## src/rtl/stage_mem.sv

```systemverilog
// Memory-access stage: issues Wishbone B4 classic loads/stores with byte-lane steering
// and sign/zero extension, and registers the result into the MEM/WB pipeline register.
module stage_mem (
  input  logic        clk_i,
  input  logic        rst_i,
  input  logic        valid_i,
  input  logic        flush_i,
  input  logic [31:0] pc_i,
  input  logic [31:0] instruction_i,
  input  logic [31:0] alu_d_i,
  input  logic [31:0] st_d_i,
  input  logic [2:0]  funct3_i,
  input  logic        is_ld_mem_i,
  input  logic        is_st_mem_i,
  input  logic [5:0]  ctrl_i,
  input  logic        e_illegal_inst_i,
  input  logic        e_inst_addr_mis_i,
  output logic        stall_o,
  output logic        valid_o,
  output logic [31:0] pc_o,
  output logic [31:0] instruction_o,
  output logic [31:0] alu_d_o,
  output logic [2:0]  funct3_o,
  output logic [5:0]  ctrl_o,
  output logic        is_ld_mem_o,
  output logic [31:0] mem_d_o,
  output logic [31:0] mem_addr_o,
  output logic        e_illegal_inst_o,
  output logic        e_inst_addr_mis_o,
  output logic        e_ld_addr_mis_o,
  output logic        e_st_addr_mis_o,
  output logic        e_ld_fault_o,
  output logic        e_st_fault_o,
  output logic [31:0] dwbm_addr_o,
  output logic [31:0] dwbm_dat_o,
  output logic [3:0]  dwbm_sel_o,
  output logic        dwbm_cyc_o,
  output logic        dwbm_stb_o,
  output logic        dwbm_we_o,
  input  logic [31:0] dwbm_dat_i,
  input  logic        dwbm_ack_i,
  input  logic        dwbm_err_i
);

  typedef enum logic {S_IDLE, S_REQ} state_e;

  function automatic logic [3:0] lane_sel(input logic [2:0] f3, input logic [1:0] a);
    if (f3[1])      lane_sel = 4'b1111;
    else if (f3[0]) lane_sel = a[1] ? 4'b1100 : 4'b0011;
    else            lane_sel = 4'b0001 << a;
  endfunction

  function automatic logic [31:0] store_steer(input logic [2:0] f3, input logic [31:0] d);
    if (f3[1])      store_steer = d;
    else if (f3[0]) store_steer = {2{d[15:0]}};
    else            store_steer = {4{d[7:0]}};
  endfunction

  function automatic logic [31:0] load_ext(input logic [2:0] f3, input logic [1:0] a,
                                           input logic [31:0] w);
    logic [7:0]  b;
    logic [15:0] h;
    b = w[{a, 3'b000} +: 8];
    h = a[1] ? w[31:16] : w[15:0];
    case (f3)
      3'b000:  load_ext = {{24{b[7]}}, b};
      3'b100:  load_ext = {24'b0, b};
      3'b001:  load_ext = {{16{h[15]}}, h};
      3'b101:  load_ext = {16'b0, h};
      default: load_ext = w;
    endcase
  endfunction

  state_e      state_q, state_d;
  logic [31:0] pc_q, pc_d, inst_q, inst_d, addr_q, addr_d, wdat_q, wdat_d;
  logic [3:0]  sel_q, sel_d;
  logic [2:0]  f3_q, f3_d;
  logic [5:0]  ctrl_q, ctrl_d;
  logic        we_q, we_d, ld_q, ld_d, drop_q, drop_d;

  logic        wb_vld_q, wb_vld_d;
  logic [31:0] wb_pc_q, wb_pc_d, wb_inst_q, wb_inst_d, wb_alu_q, wb_alu_d;
  logic [31:0] wb_memd_q, wb_memd_d;
  logic [2:0]  wb_f3_q, wb_f3_d;
  logic [5:0]  wb_ctrl_q, wb_ctrl_d;
  logic        wb_ld_q, wb_ld_d;
  logic [5:0]  wb_exc_q, wb_exc_d;

  logic misaligned, mem_req, bus_done, drop_now;

  always_comb begin
    misaligned = (funct3_i[1] && (alu_d_i[1:0] != 2'b00)) ||
                 (!funct3_i[1] && funct3_i[0] && alu_d_i[0]);
    mem_req    = valid_i && (is_ld_mem_i || is_st_mem_i) && !misaligned &&
                 !e_illegal_inst_i && !e_inst_addr_mis_i && !flush_i;
    bus_done   = dwbm_ack_i || dwbm_err_i;
    drop_now   = drop_q || flush_i;
    stall_o    = ((state_q == S_IDLE) && mem_req) || ((state_q == S_REQ) && !bus_done);
  end

  always_comb begin
    state_d   = state_q;
    pc_d      = pc_q;
    inst_d    = inst_q;
    addr_d    = addr_q;
    wdat_d    = wdat_q;
    sel_d     = sel_q;
    we_d      = we_q;
    f3_d      = f3_q;
    ctrl_d    = ctrl_q;
    ld_d      = ld_q;
    drop_d    = drop_q;
    // MEM/WB register is reloaded every cycle; a bubble clears every field
    wb_vld_d  = 1'b0;
    wb_pc_d   = '0;
    wb_inst_d = '0;
    wb_alu_d  = '0;
    wb_memd_d = '0;
    wb_f3_d   = '0;
    wb_ctrl_d = '0;
    wb_ld_d   = 1'b0;
    wb_exc_d  = '0;
    unique case (state_q)
      S_IDLE: begin
        if (mem_req) begin
          state_d = S_REQ;
          pc_d    = pc_i;
          inst_d  = instruction_i;
          addr_d  = alu_d_i;
          wdat_d  = is_st_mem_i ? store_steer(funct3_i, st_d_i) : '0;
          sel_d   = lane_sel(funct3_i, alu_d_i[1:0]);
          we_d    = is_st_mem_i;
          f3_d    = funct3_i;
          ctrl_d  = ctrl_i;
          ld_d    = is_ld_mem_i;
          drop_d  = 1'b0;
        end else if (valid_i && !flush_i) begin
          wb_vld_d  = 1'b1;
          wb_pc_d   = pc_i;
          wb_inst_d = instruction_i;
          wb_alu_d  = alu_d_i;
          wb_f3_d   = funct3_i;
          wb_ctrl_d = ctrl_i;
          wb_ld_d   = is_ld_mem_i;
          // {illegal, inst_mis, ld_mis, st_mis, ld_fault, st_fault}
          wb_exc_d  = {e_illegal_inst_i, e_inst_addr_mis_i,
                       is_ld_mem_i && misaligned, is_st_mem_i && misaligned, 2'b00};
        end
      end
      S_REQ: begin
        drop_d = drop_now;
        if (bus_done) begin
          state_d = S_IDLE;
          sel_d   = '0;
          we_d    = 1'b0;
          if (!drop_now) begin
            wb_vld_d  = 1'b1;
            wb_pc_d   = pc_q;
            wb_inst_d = inst_q;
            wb_alu_d  = addr_q;
            wb_f3_d   = f3_q;
            wb_ctrl_d = ctrl_q;
            wb_ld_d   = ld_q;
            wb_memd_d = (dwbm_err_i || we_q) ? 32'h0 : load_ext(f3_q, addr_q[1:0], dwbm_dat_i);
            wb_exc_d  = {4'b0000, dwbm_err_i && !we_q, dwbm_err_i && we_q};
          end
        end
      end
      default: state_d = S_IDLE;
    endcase
  end

  always_ff @(posedge clk_i) begin
    if (!rst_i) begin
      state_q   <= S_IDLE;
      pc_q      <= '0;
      inst_q    <= '0;
      addr_q    <= '0;
      wdat_q    <= '0;
      sel_q     <= '0;
      we_q      <= 1'b0;
      f3_q      <= '0;
      ctrl_q    <= '0;
      ld_q      <= 1'b0;
      drop_q    <= 1'b0;
      wb_vld_q  <= 1'b0;
      wb_pc_q   <= '0;
      wb_inst_q <= '0;
      wb_alu_q  <= '0;
      wb_memd_q <= '0;
      wb_f3_q   <= '0;
      wb_ctrl_q <= '0;
      wb_ld_q   <= 1'b0;
      wb_exc_q  <= '0;
    end else begin
      state_q   <= state_d;
      pc_q      <= pc_d;
      inst_q    <= inst_d;
      addr_q    <= addr_d;
      wdat_q    <= wdat_d;
      sel_q     <= sel_d;
      we_q      <= we_d;
      f3_q      <= f3_d;
      ctrl_q    <= ctrl_d;
      ld_q      <= ld_d;
      drop_q    <= drop_d;
      wb_vld_q  <= wb_vld_d;
      wb_pc_q   <= wb_pc_d;
      wb_inst_q <= wb_inst_d;
      wb_alu_q  <= wb_alu_d;
      wb_memd_q <= wb_memd_d;
      wb_f3_q   <= wb_f3_d;
      wb_ctrl_q <= wb_ctrl_d;
      wb_ld_q   <= wb_ld_d;
      wb_exc_q  <= wb_exc_d;
    end
  end

  assign valid_o           = wb_vld_q;
  assign pc_o              = wb_pc_q;
  assign instruction_o     = wb_inst_q;
  assign alu_d_o           = wb_alu_q;
  assign mem_addr_o        = wb_alu_q;
  assign funct3_o          = wb_f3_q;
  assign ctrl_o            = wb_ctrl_q;
  assign is_ld_mem_o       = wb_ld_q;
  assign mem_d_o           = wb_memd_q;
  assign e_illegal_inst_o  = wb_exc_q[5];
  assign e_inst_addr_mis_o = wb_exc_q[4];
  assign e_ld_addr_mis_o   = wb_exc_q[3];
  assign e_st_addr_mis_o   = wb_exc_q[2];
  assign e_ld_fault_o      = wb_exc_q[1];
  assign e_st_fault_o      = wb_exc_q[0];

  assign dwbm_addr_o = {addr_q[31:2], 2'b00};
  assign dwbm_dat_o  = wdat_q;
  assign dwbm_sel_o  = sel_q;
  assign dwbm_we_o   = we_q;
  assign dwbm_cyc_o  = (state_q == S_REQ);
  assign dwbm_stb_o  = (state_q == S_REQ);

endmodule

```

## config.mk

```make
export PLATFORM = sky130hd
export DESIGN_NAME = stage_mem
export DESIGN_NICKNAME = d
export VERILOG_FILES = /design/src/rtl/stage_mem.sv
export SDC_FILE = /design/constraint.sdc
export NUM_CORES = 1
export LEC_CHECK = 0
export CORE_UTILIZATION = 40
export DETAILED_ROUTE_END_ITERATION = 6
export DONT_BUFFER_PORTS = 1
export REMOVE_ABC_BUFFERS = 1
export SLEW_MARGIN = 5
export SYNTH_ARGS = -nofsm -noshare
export SYNTH_HDL_FRONTEND = slang
export SYNTH_SLANG_ARGS = --single-unit
```

## constraint.sdc

```tcl
create_clock -name clk_i -period 2.09 [get_ports clk_i]
set_input_delay 0.5225 -clock clk_i [delete_from_list [all_inputs] [get_ports clk_i]]
set_output_delay 0.5225 -clock clk_i [all_outputs]
set_load 0.05 [all_outputs]
```

; ---- After elaboration in Yosys (flattened, before gate mapping)
; Index checks and enable logic that the tools add are counted.
[word_totals]
reg_bits = 290
elab_cells = 122
[classes]
n_eq_ne = 5
shift = 2
mux = 59
bitwise_logic = 3
n_reduce_logical = 33
[ops]
columns = cell, count
row1 = $mux 32, 15
row2 = $pmux 32 s2, 3
row3 = $pmux 32 s4, 1
row4 = $mux 6, 6
row5 = $shiftx 32x6->8, 1
row6 = $pmux 6 s2, 2
row7 = $mux 4, 5
row8 = $mux 16, 1
row9 = $logic_and 1x1->1, 15
row10 = $mux 1, 13
row11 = $mux 3, 4
row12 = $pmux 1 s2, 5
row13 = $pmux 4 s2, 1
row14 = $logic_not 1->1, 7
row15 = $eq 3x3->1 const B, 2
row16 = $logic_or 1x1->1, 6
row17 = $pmux 3 s2, 1
row18 = $reduce_or 5->1, 1
row19 = $mux 2, 2
row20 = $reduce_and 2->1, 2
row21 = $shl 1x2->4 const A, 1
row22 = $eq 3x1->1 const B, 1
row23 = $logic_not 3->1, 1
row24 = $not 1->1, 3
row25 = other kinds (3), 3

; ---- Longest topological paths before layout
; Gate-level depths: netlist (run 1).
[depth]
ltp_word = 11
ltp_mapped = 8
depth_no_buf = 4

; ---- Worst setup path before layout (run 1)
; OpenSTA, ideal clock, no wires.
[synth_path]
kind = in2out
from = in flush_i
to = out stall_o
arrival_time_ns = 1.757
required_ns = 1.567
setup_slack_ns = -0.190
cell_stages = 5
cell_sequence = nor4b_4 > o2111ai_2 > buf_2 > buf_2 > nand2_1
[synth_between]
elab_chain_cells = 4
[synth_lines]
columns = item, line
row1 = from (decl), 7  ; input logic flush_i,
row2 = $logic_not 1->1, 95  ; !e_illegal_inst_i && !e_inst_addr_mis_i && !flush_i;
row3 = $logic_and 1x1->1, 95
row4 = $logic_and 1x1->1, 98  ; stall_o = ((state_q == S_IDLE) && mem_req) || ((state_q == S_REQ) && !bus_done);
row5 = $logic_or 1x1->1, 98
row6 = to (decl), 18  ; output logic stall_o,
; Every way passes these cells.

; ---- Worst setup path after layout (run 1)
[layout_path]
from = reg state_q, in the netlist dwbm_cyc_o
to = out stall_o
[layout_between]
elab_chain_cells = 3
[layout_lines]
columns = item, line
row1 = from (decl), 74  ; state_e state_q, state_d;
row2 = from (signal assigned), 196  ; state_q <= state_d;
row3 = $not 1->1 (no source line), --
row4 = $logic_and 1x1->1, 98
row5 = $logic_or 1x1->1 *, 98
; Every way passes the cells marked *; elsewhere a longest branch is shown, timed or not.

==> results.toml, run 1 <==
[critical_path]
worst-path-stages = 4
cp_data_arrival_time_ns = 1.45
crit_buf_inv = 2
cp.required_ns = 1.57
cp_top_family = "flip-flops"
reg2reg_to = "mem_d_o[8]$_SDFF_PP0_"
cp_max_fo = 4
slowest_stage = "dfxtp_2"
r2r-start = "addr_q[1]$_SDFFE_PN0P_"
critPathKind = "register to output port"
crit_path_frequent_cell = "buf_12"
crit_chain = "buf_12 -> nand2_1 -> nand2_2 -> buf_12"
regToRegSetupSlack_ns = 0.44
r2r_cells = 4
max_stage_delay_ns = 0.40
critPathLaunchType = "register"
cp-end-kind = "output port"

[grt]
first_global_vias = 7063
grt_overflow = 0
grt_max_degree = 223
grt_pass1_wl_um = 41000
antenna_found_initial = 0
grtUsageTotal_pct = 18.1

[power_and_ir_drop]
clkPwrFrac_pct = 45.2
peakVddDrop_mv = 0.663
power.density_nw_per_um2 = 978
leakage_nw = 4.59
power_switching_mw = 2.74
netSwitchingFraction_pct = 23.5
internal_power_mw = 8.90
power_frac_comb_pct = 4.5
seqPwrFrac_pct = 50.3
total_power_mw = 11.6

[cts]
clockRootBuffer = "clkbuf_16"
cts_setup_buffers = 0
holdBufCountCts = 0
cts.path.max_buffers = 3
clock_sinks = 290
numCtsBuffers = 31
clock_latency_ns = 0.54
htree_levels = 1
clk_pin_slew_ns = 0.06
cts_resized = 4
cts_tree = "built"

[layout]
nets = 1246
post-route-util_pct = 44.3
antenna_cells = 0
drive_gt1_share_pct = 11.1
final_area_um2 = 11900
layout_common_cells = "dfxtp_1 (289), nand2_1 (150), a22o_1 (122)"
area_delta_synth_final_pct = 9.00
mostFrequentLayoutCell = "dfxtp_1"

[die]
pin_count = 428
fp.dieH_um = 167
initial_core_util_pct = 40.6
coreArea_um2 = 26900
dieArea_um2 = 28000
rows = 60
chipWidth_um = 167

[routing]
drc_errors = 0
final_antenna_net_count = 0
wl_um = 27000
vias = 7794
wl_per_cell_um = 18.9
drtIter0Drc = 444
viasPerCell = 5.45
first_pass_iters = 5

[timing]
skew_ns = 0.00766
final_max_slew_viol_count = 0
relSlewSlack_pct = 55.0
worst_pin_slew_ns = 0.674
setup_viol = 0
max_freq_ghz = 0.506
finalHoldWorstSlack_ns = 0.0892
rsz0062_at_grt = "false"
finalHoldViolCount = 0
period_share_pct = 94.5
min_period_ns = 1.98

[placed_design]
io_buffers = 0
dpl_cell_area_um2 = 10900
globalplace.congestion = 0.815
place_hpwl_um = 18200

[worst_hold_path]
hold_end = "wb_exc_q[1]$_SDFF_PP0_"
holdCritStartpoint = "dwbm_err_i"
hold_depth = 2
hold_class = "input pin to register"

[synthesis]
avgSynthCellArea_um2 = 9.57
ys_ff_latch = 290
yosysWarnings = 0
syn_inst = 1141
ys_seq_area_share_pct = 53.2
syn_area_um2 = 10900
synth_cell_type_count = 42

[run]
cap_violations = 0

[status]
status = "finished clean"
power by group through the flow:
stage | registers [mW] | logic [mW] | clock network, mW
floorplan | 6.09 | 0.280 | 0
global placement | 5.98 | 0.515 | 0
detailed placement | 5.98 | 0.525 | 0
CTS | 5.86 | 0.526 | 5.40
global route | 5.86 | 0.571 | 5.63
finish | 5.86 | 0.523 | 5.26
cell usage after synthesis:
cell type  number  area [um^2]
nand3_1       113          566
and3_1          4         25.0
buf_1          12         45.0
o2bb2ai_1      16          140
and4b_1         1         10.0
nor4b_1         1         8.76
conb_1          1         3.75
nor3_1          2         10.0
nor2b_1         8         50.1
a21boi_0        1         7.51
o21bai_1        2         15.0
nor2_1         17         63.8
nor4b_4         1         23.8
buf_6          12          135
dfxtp_1       290         5810
nor4_2          1         12.5
buf_4          76          571
o22ai_1         6         37.5
o2111ai_2       1         15.0
mux2_2          5         56.3
nand2b_1        3         18.8
and2_1          3         18.8
nand2_1       151          567
or2_2           1         6.26
clkbuf_1       48          180
inv_2           1         3.75
nor4_4          1         21.3
o21ai_0        20          100
a41oi_1         1         8.76
inv_1          16         60.1
nor3_2          1         10.0
o21a_1          1         7.51
o2111a_1        1         11.3
a22o_1        122         1070
a221oi_1        8         70.1
buf_2          18         90.1
a2111oi_0       3         26.3
or2_1           2         12.5
mux2i_1        33          330
a211oi_1        8         60.1
a21oi_1        19         95.1
o21ai_1       110          551
metal layers:
| metal | wire, um | global-route usage (%) | vias up |
|---|---|---|---|
| met2 | 12700 | 29.7 | 311 |
| met4 | 923 | 6.66 | 0 |
| met1 | 11300 | 22.7 | 3622 |
| li1 | - | - | 3804 |
| met3 | 2030 | 5.11 | 57 |
| met5 | 0 | 0 | - |
sequential cells by signal, summed over array words and instances (netlist names):
name and flops:
wb_exc_q 6, f3_q 3, addr_q 32, drop_q 1
inst_q 32, dwbm_we_o 1, funct3_o 3, is_ld_mem_o 1
instruction_o 32, ctrl_o 6, ld_q 1, valid_o 1
mem_d_o 32, pc_q 32, pc_o 32, ctrl_q 6
dwbm_dat_o 32, dwbm_sel_o 4, dwbm_cyc_o 1, alu_d_o 32
logic make-up (layout without fill, tap and decap cells):
logic type             count (synthesis)  in the layout  share of synthesized area [%]
AOI/OAI and AO/OA                    319            319                           20.3
and+or+nand+nor                      310            310                           13.0
DFF                                  290            290                           53.2
buffers and inverters                183            131                           9.94
muxes                                 38             38                           3.54
other                                  1              2                         0.0343
stage by stage:
stage	instances	TNS (ns)	setup slack [ns]
floorplan	976	-754.34	-4.92
global placement	1375	0	0.136
detailed placement	1375	0	0.103
CTS	1431	0	0.0258
global route	1431	0	0.0424
finish	1431	0	0.115
final cells by class:
class / count / area, um^2
clock inverter: 9 / 80.1
tap: 341 / 427
timing repair buffer: 58 / 561
inverter: 17 / 66.3
fill: 2566 / 15000
multi-input combinational: 669 / 4050
sequential: 290 / 5810
clock buffer: 47 / 906
worst max-delay path by stage:
stage / startpoint / endpoint / slack, ns
6_report: dwbm_cyc_o$_SDFF_PN0_ / stall_o / 0.11
5_1_grt: dwbm_cyc_o$_SDFF_PN0_ / stall_o / 0.04
3_3_place_gp: flush_i / stall_o / 0.14
3_5_place_dp: dwbm_dat_i[31] / mem_d_o[8]$_SDFF_PP0_ / 0.10
4_1_cts: dwbm_cyc_o$_SDFF_PN0_ / stall_o / 0.03
2_1_floorplan: funct3_i[1] / stall_o / -4.92
Note: power is estimated with default switching activity, not from simulation.
==> inputs of run 2 (changes only) <==
==> constraint.sdc (replaced) <==
create_clock -name clk_i -period 2.4 [get_ports clk_i]
set_input_delay 0.6 -clock clk_i [delete_from_list [all_inputs] [get_ports clk_i]]
set_output_delay 0.6 -clock clk_i [all_outputs]
set_load 0.05 [all_outputs]
==> run 2 against run 1 <==
Effect of this change:
- sequential power is 13% lower
- cell count fell by 0.70%
- sequential share of layout area rose by 0.17 points
- clock skew up 0.016 ns
- via count shrank 0.51%
- combinational power fell by 15%
- clock power fell by 7.2%
- critical path type unchanged
- critical endpoint unchanged
==> results.toml, run 2 (synthesis gave the netlist of run 1 again) <==
[status]
status = "finished clean"

[timing]
final_max_slew_viol_count = 0
skew_ns = 0.0235
max_freq_ghz = 0.455
min_period_ns = 2.20
period_share_pct = 91.6
worst_pin_slew_ns = 0.883
rsz0062_at_grt = "false"
setup_viol = 0
finalHoldViolCount = 0
relSlewSlack_pct = 40.6
fin_tns_setup_ns = 0

[power_and_ir_drop]
seqPwrFrac_pct = 49.0
clkPwrFrac_pct = 46.8
internal_power_mw = 8.10
power_switching_mw = 2.33
netSwitchingFraction_pct = 22.3
power.density_nw_per_um2 = 879
peakVddDrop_mv = 0.498
leakage_nw = 4.57
power_frac_comb_pct = 4.3

[critical_path]
cp_data_arrival_time_ns = 1.60
cp_max_fo = 4
critPathKind = "register to output port"
r2r_cells = 4
critPathLaunchType = "register"
regToRegSetupSlack_ns = 0.29
cp-end-kind = "output port"
cp.required_ns = 1.80

[layout]
final_area_um2 = 11900
layout_common_cells = "dfxtp_1 (290), nand2_1 (151), a22o_1 (122)"
drive_gt1_share_pct = 10.2
mostFrequentLayoutCell = "dfxtp_1"
area_delta_synth_final_pct = 8.60
layout.cells.non_filler = 1421
nets = 1238
final.fill_count = 2578
antenna_cells = 0

[run]
cap_violations = 0

[cts]
holdBufCountCts = 0
cts_tree = "built"
clk_pin_slew_ns = 0.06
clock_sinks = 290
clock_latency_ns = 0.54
htree_levels = 1
numCtsBuffers = 30
cts.path.max_buffers = 3
cts_resized = 0
cts_setup_buffers = 0
clockRootBuffer = "clkbuf_16"

[placed_design]
io_buffers = 0
dpl_cell_area_um2 = 10800
place_hpwl_um = 18000
globalplace.congestion = 0.806
place_inst = 1368

[routing]
drtIter0Drc = 498
drc_errors = 0
wl_per_cell_um = 19.0
wl_um = 27000
vias = 7754
viasPerCell = 5.46
first_pass_iters = 5
final_antenna_net_count = 0

[grt]
antenna_found_initial = 0
grtUsageTotal_pct = 17.9
grt_pass1_wl_um = 40600
grt_overflow = 0
grt_max_degree = 223
first_global_vias = 6925

[die]
pin_count = 428
coreArea_um2 = 26900
chipWidth_um = 167
rows = 60
fp.dieH_um = 167
dieArea_um2 = 28000
initial_core_util_pct = 40.6

[worst_hold_path]
hold_depth = 2
hold_class = "input pin to register"
## run 2: area by class of cell
type / count / area [um^2] / area share [%]
clock buffer: 47 / 926 / 7.81
tap: 341 / 427 / 3.60
multi-input combinational: 669 / 4050 / 34.1
timing repair buffer: 51 / 458 / 3.86
inverter: 17 / 63.8 / 0.538
clock inverter: 6 / 130 / 1.10
sequential: 290 / 5810 / 49.0
## run 2: worst max-delay path: stages (launching register included)
cell and delay (ns):
dfxtp_1 0.37, buf_4 0.33, nand2_1 0.09, nand2_1 0.11, buf_12 0.15
## run 2: power by group through the flow
stage	sequential [mW]	clock (mW)	combinational, mW
after CTS	5.10	4.98	0.448
after global routing	5.11	5.19	0.487
after floorplan	5.30	0	0.243
after detailed placement	5.21	0	0.447
final	5.10	4.88	0.446
after global placement	5.21	0	0.439
## run 2: path summary, 6_finish.rpt
check | startpoint | end
max | dwbm_cyc_o$_SDFF_PN0_ | stall_o
min | dwbm_err_i | wb_exc_q[1]$_SDFF_PP0_
max reg2reg | addr_q[1]$_SDFFE_PN0P_ | mem_d_o[9]$_SDFF_PP0_
min reg2reg | inst_q[31]$_SDFFE_PN0P_ | inst_q[31]$_SDFFE_PN0P_
## run 2: stage by stage
| stage | total power [mW] | util, % | setup WS [ns] | hold slack, ns |
|---|---|---|---|---|
| after floorplan | 5.55 | - | -4.76 | 0.437 |
| after global placement | 5.65 | 40.2 | 0.290 | 0.443 |
| after detailed placement | 5.66 | 40.2 | 0.233 | 0.449 |
| after CTS | 10.5 | 44.1 | 0.166 | 0.138 |
| after global routing | 10.8 | 44.1 | 0.110 | 0.153 |
| final | 10.4 | 44.1 | 0.201 | 0.170 |
## run 2: routing by layer
| layer | vias up | wire [um] | global-route usage (%) |
|---|---|---|---|
| li1 | 3779 | - | - |
| met1 | 3630 | 11500 | 23.0 |
| met2 | 294 | 12700 | 29.1 |
| met3 | 51 | 1920 | 4.89 |
| met4 | 0 | 858 | 6.02 |
| met5 | - | 0 | 0 |
==> inputs of run 3 (changes only) <==
--- a/config.mk
+++ b/config.mk
@@ -8,6 +8,7 @@
 export CORE_UTILIZATION = 40
 export DETAILED_ROUTE_END_ITERATION = 6
 export DONT_BUFFER_PORTS = 1
+export MAX_ROUTING_LAYER = met4
 export REMOVE_ABC_BUFFERS = 1
 export SLEW_MARGIN = 5
 export SYNTH_ARGS = -nofsm -noshare
==> run 3 against run 2 <==
Effect of this change:
- sequential share of layout area stayed put
- total power hardly changed
- routed wire length is 0.15% higher
- hold slack hardly changed
- combinational power hardly changed
- maximum frequency is 0.18% lower
- critical path type unchanged
- critical path depth stayed put
- clock skew is 0.0020 ns lower
- worst setup slack worse by 0.0039 ns
- first-iteration DRC count is 2.4% lower
- global-route usage is 0.54 points higher
- die area stayed put
==> results.toml, run 3 (synthesis gave the netlist of run 1 again) <==
[status]
status = "finished clean"

[critical_path]
critPathLaunchType = "register"
worstSetupStartpoint = "dwbm_cyc_o$_SDFF_PN0_"
cp-end-kind = "output port"
cp_max_fo = 4
crit_buf_inv = 2
cp_data_arrival_time_ns = 1.60
reg2reg_to = "mem_d_o[9]$_SDFF_PP0_"
cp_top_family = "buffers and inverters"
crit_chain = "buf_4 -> nand2_1 -> nand2_1 -> buf_12"
critPathKind = "register to output port"
cp.required_ns = 1.80
regToRegSetupSlack_ns = 0.31
max_stage_delay_ns = 0.37
r2r_cells = 4
slowest_stage = "dfxtp_1"
crit_path_frequent_cell = "nand2_1"
r2r-start = "addr_q[1]$_SDFFE_PN0P_"

[grt]
grt_overflow = 0
first_global_vias = 6919
grt_pass1_wl_um = 40600
antenna_found_initial = 0
grt_max_degree = 223
grtUsageTotal_pct = 18.5

[routing]
drtIter0Drc = 486
maxUsedRoutingLayer = "met4"
wl_met3_um = 1840
viasPerCell = 5.47
vias = 7775
wl_met2_um = 12800
wl_um = 27000
drc_errors = 0
first_pass_iters = 5
wl_per_cell_um = 19.0
final_antenna_net_count = 0
wl_met1_um = 11500

[die]
dieArea_um2 = 28000
pin_count = 428
chipWidth_um = 167
initial_core_util_pct = 40.6
rows = 60
coreArea_um2 = 26900
fp.dieH_um = 167

[timing]
min_period_ns = 2.20
skew_ns = 0.0215
fin_tns_setup_ns = 0
setup_viol = 0
rsz0062_at_grt = "false"
finalHoldViolCount = 0
max_freq_ghz = 0.454
worst_pin_slew_ns = 0.868
period_share_pct = 91.8
relSlewSlack_pct = 41.7
final_max_slew_viol_count = 0

[cts]
clock_latency_ns = 0.54
cts.path.max_buffers = 3
clockRootBuffer = "clkbuf_16"
cts_setup_buffers = 0
numCtsBuffers = 30
htree_levels = 1
clock_sinks = 290
clk_pin_slew_ns = 0.06
cts_resized = 0
cts_tree = "built"
holdBufCountCts = 0

[worst_hold_path]
holdCritStartpoint = "dwbm_err_i"
hold_depth = 2
hold_class = "input pin to register"
hold_end = "wb_exc_q[1]$_SDFF_PP0_"

[layout]
post-route-util_pct = 44.1
mostFrequentLayoutCell = "dfxtp_1"
final_area_um2 = 11900
layout.cells.non_filler = 1421
drive_gt1_share_pct = 10.2
layout_common_cells = "dfxtp_1 (290), nand2_1 (151), a22o_1 (122)"
nets = 1238
area_delta_synth_final_pct = 8.60
final.fill_count = 2578
antenna_cells = 0

[run]
cap_violations = 0

[power_and_ir_drop]
power.density_nw_per_um2 = 879
leakage_nw = 4.57
peakVddDrop_mv = 0.500

[placed_design]
place_inst = 1368
dpl_cell_area_um2 = 10800
globalplace.congestion = 0.818
place_hpwl_um = 18000
io_buffers = 0
## run 3: cell counts in the layout (fill, tap and decap cells not counted)
Identical to the previous run, type by type.
## run 3: layer usage
layer  GRT usage [%]  vias to the layer above
met5               -                        -
met3            4.40                       57
met4            6.02                        0
met2            29.2                      295
li1                -                     3780
met1            23.2                     3643
## run 3: worst max path at each step
stage | endpoint | slack [ns] | cells past startpoint
final | stall_o | 0.20 | 4
after global routing | mem_d_o[9]$_SDFF_PP0_ | 0.11 | 4
after CTS | stall_o | 0.17 | 4
after detailed placement | pc_o[12]$_SDFF_PN0_ | 0.23 | 5
after global placement | instruction_o[21]$_SDFF_PN0_ | 0.29 | 5
after floorplan | stall_o | -4.76 | 3
## run 3: report_power, final
part / internal [mW] / switching [mW]
sequential: 4.89 / 0.211
clock: 3.05 / 1.82
combinational: 0.155 / 0.290
total: 8.10 / 2.33
## run 3: final cells by class
class | count | area [um^2] | share of cell area [%]
multi-input combinational | 669 | 4050 | 34.1
tap | 341 | 427 | 3.60
sequential | 290 | 5810 | 49.0
clock buffer | 47 | 926 | 7.81
inverter | 17 | 63.8 | 0.538
timing repair buffer | 51 | 458 | 3.86
clock inverter | 6 | 130 | 1.10
## run 3: per-stage QoR
step | total power, mW | hold WS, ns | setup slack [ns]
5_1_grt | 10.8 | 0.153 | 0.110
3_3_place_gp | 5.65 | 0.443 | 0.290
3_5_place_dp | 5.66 | 0.449 | 0.233
2_1_floorplan | 5.55 | 0.437 | -4.76
4_1_cts | 10.5 | 0.138 | 0.166
6_report | 10.4 | 0.170 | 0.197
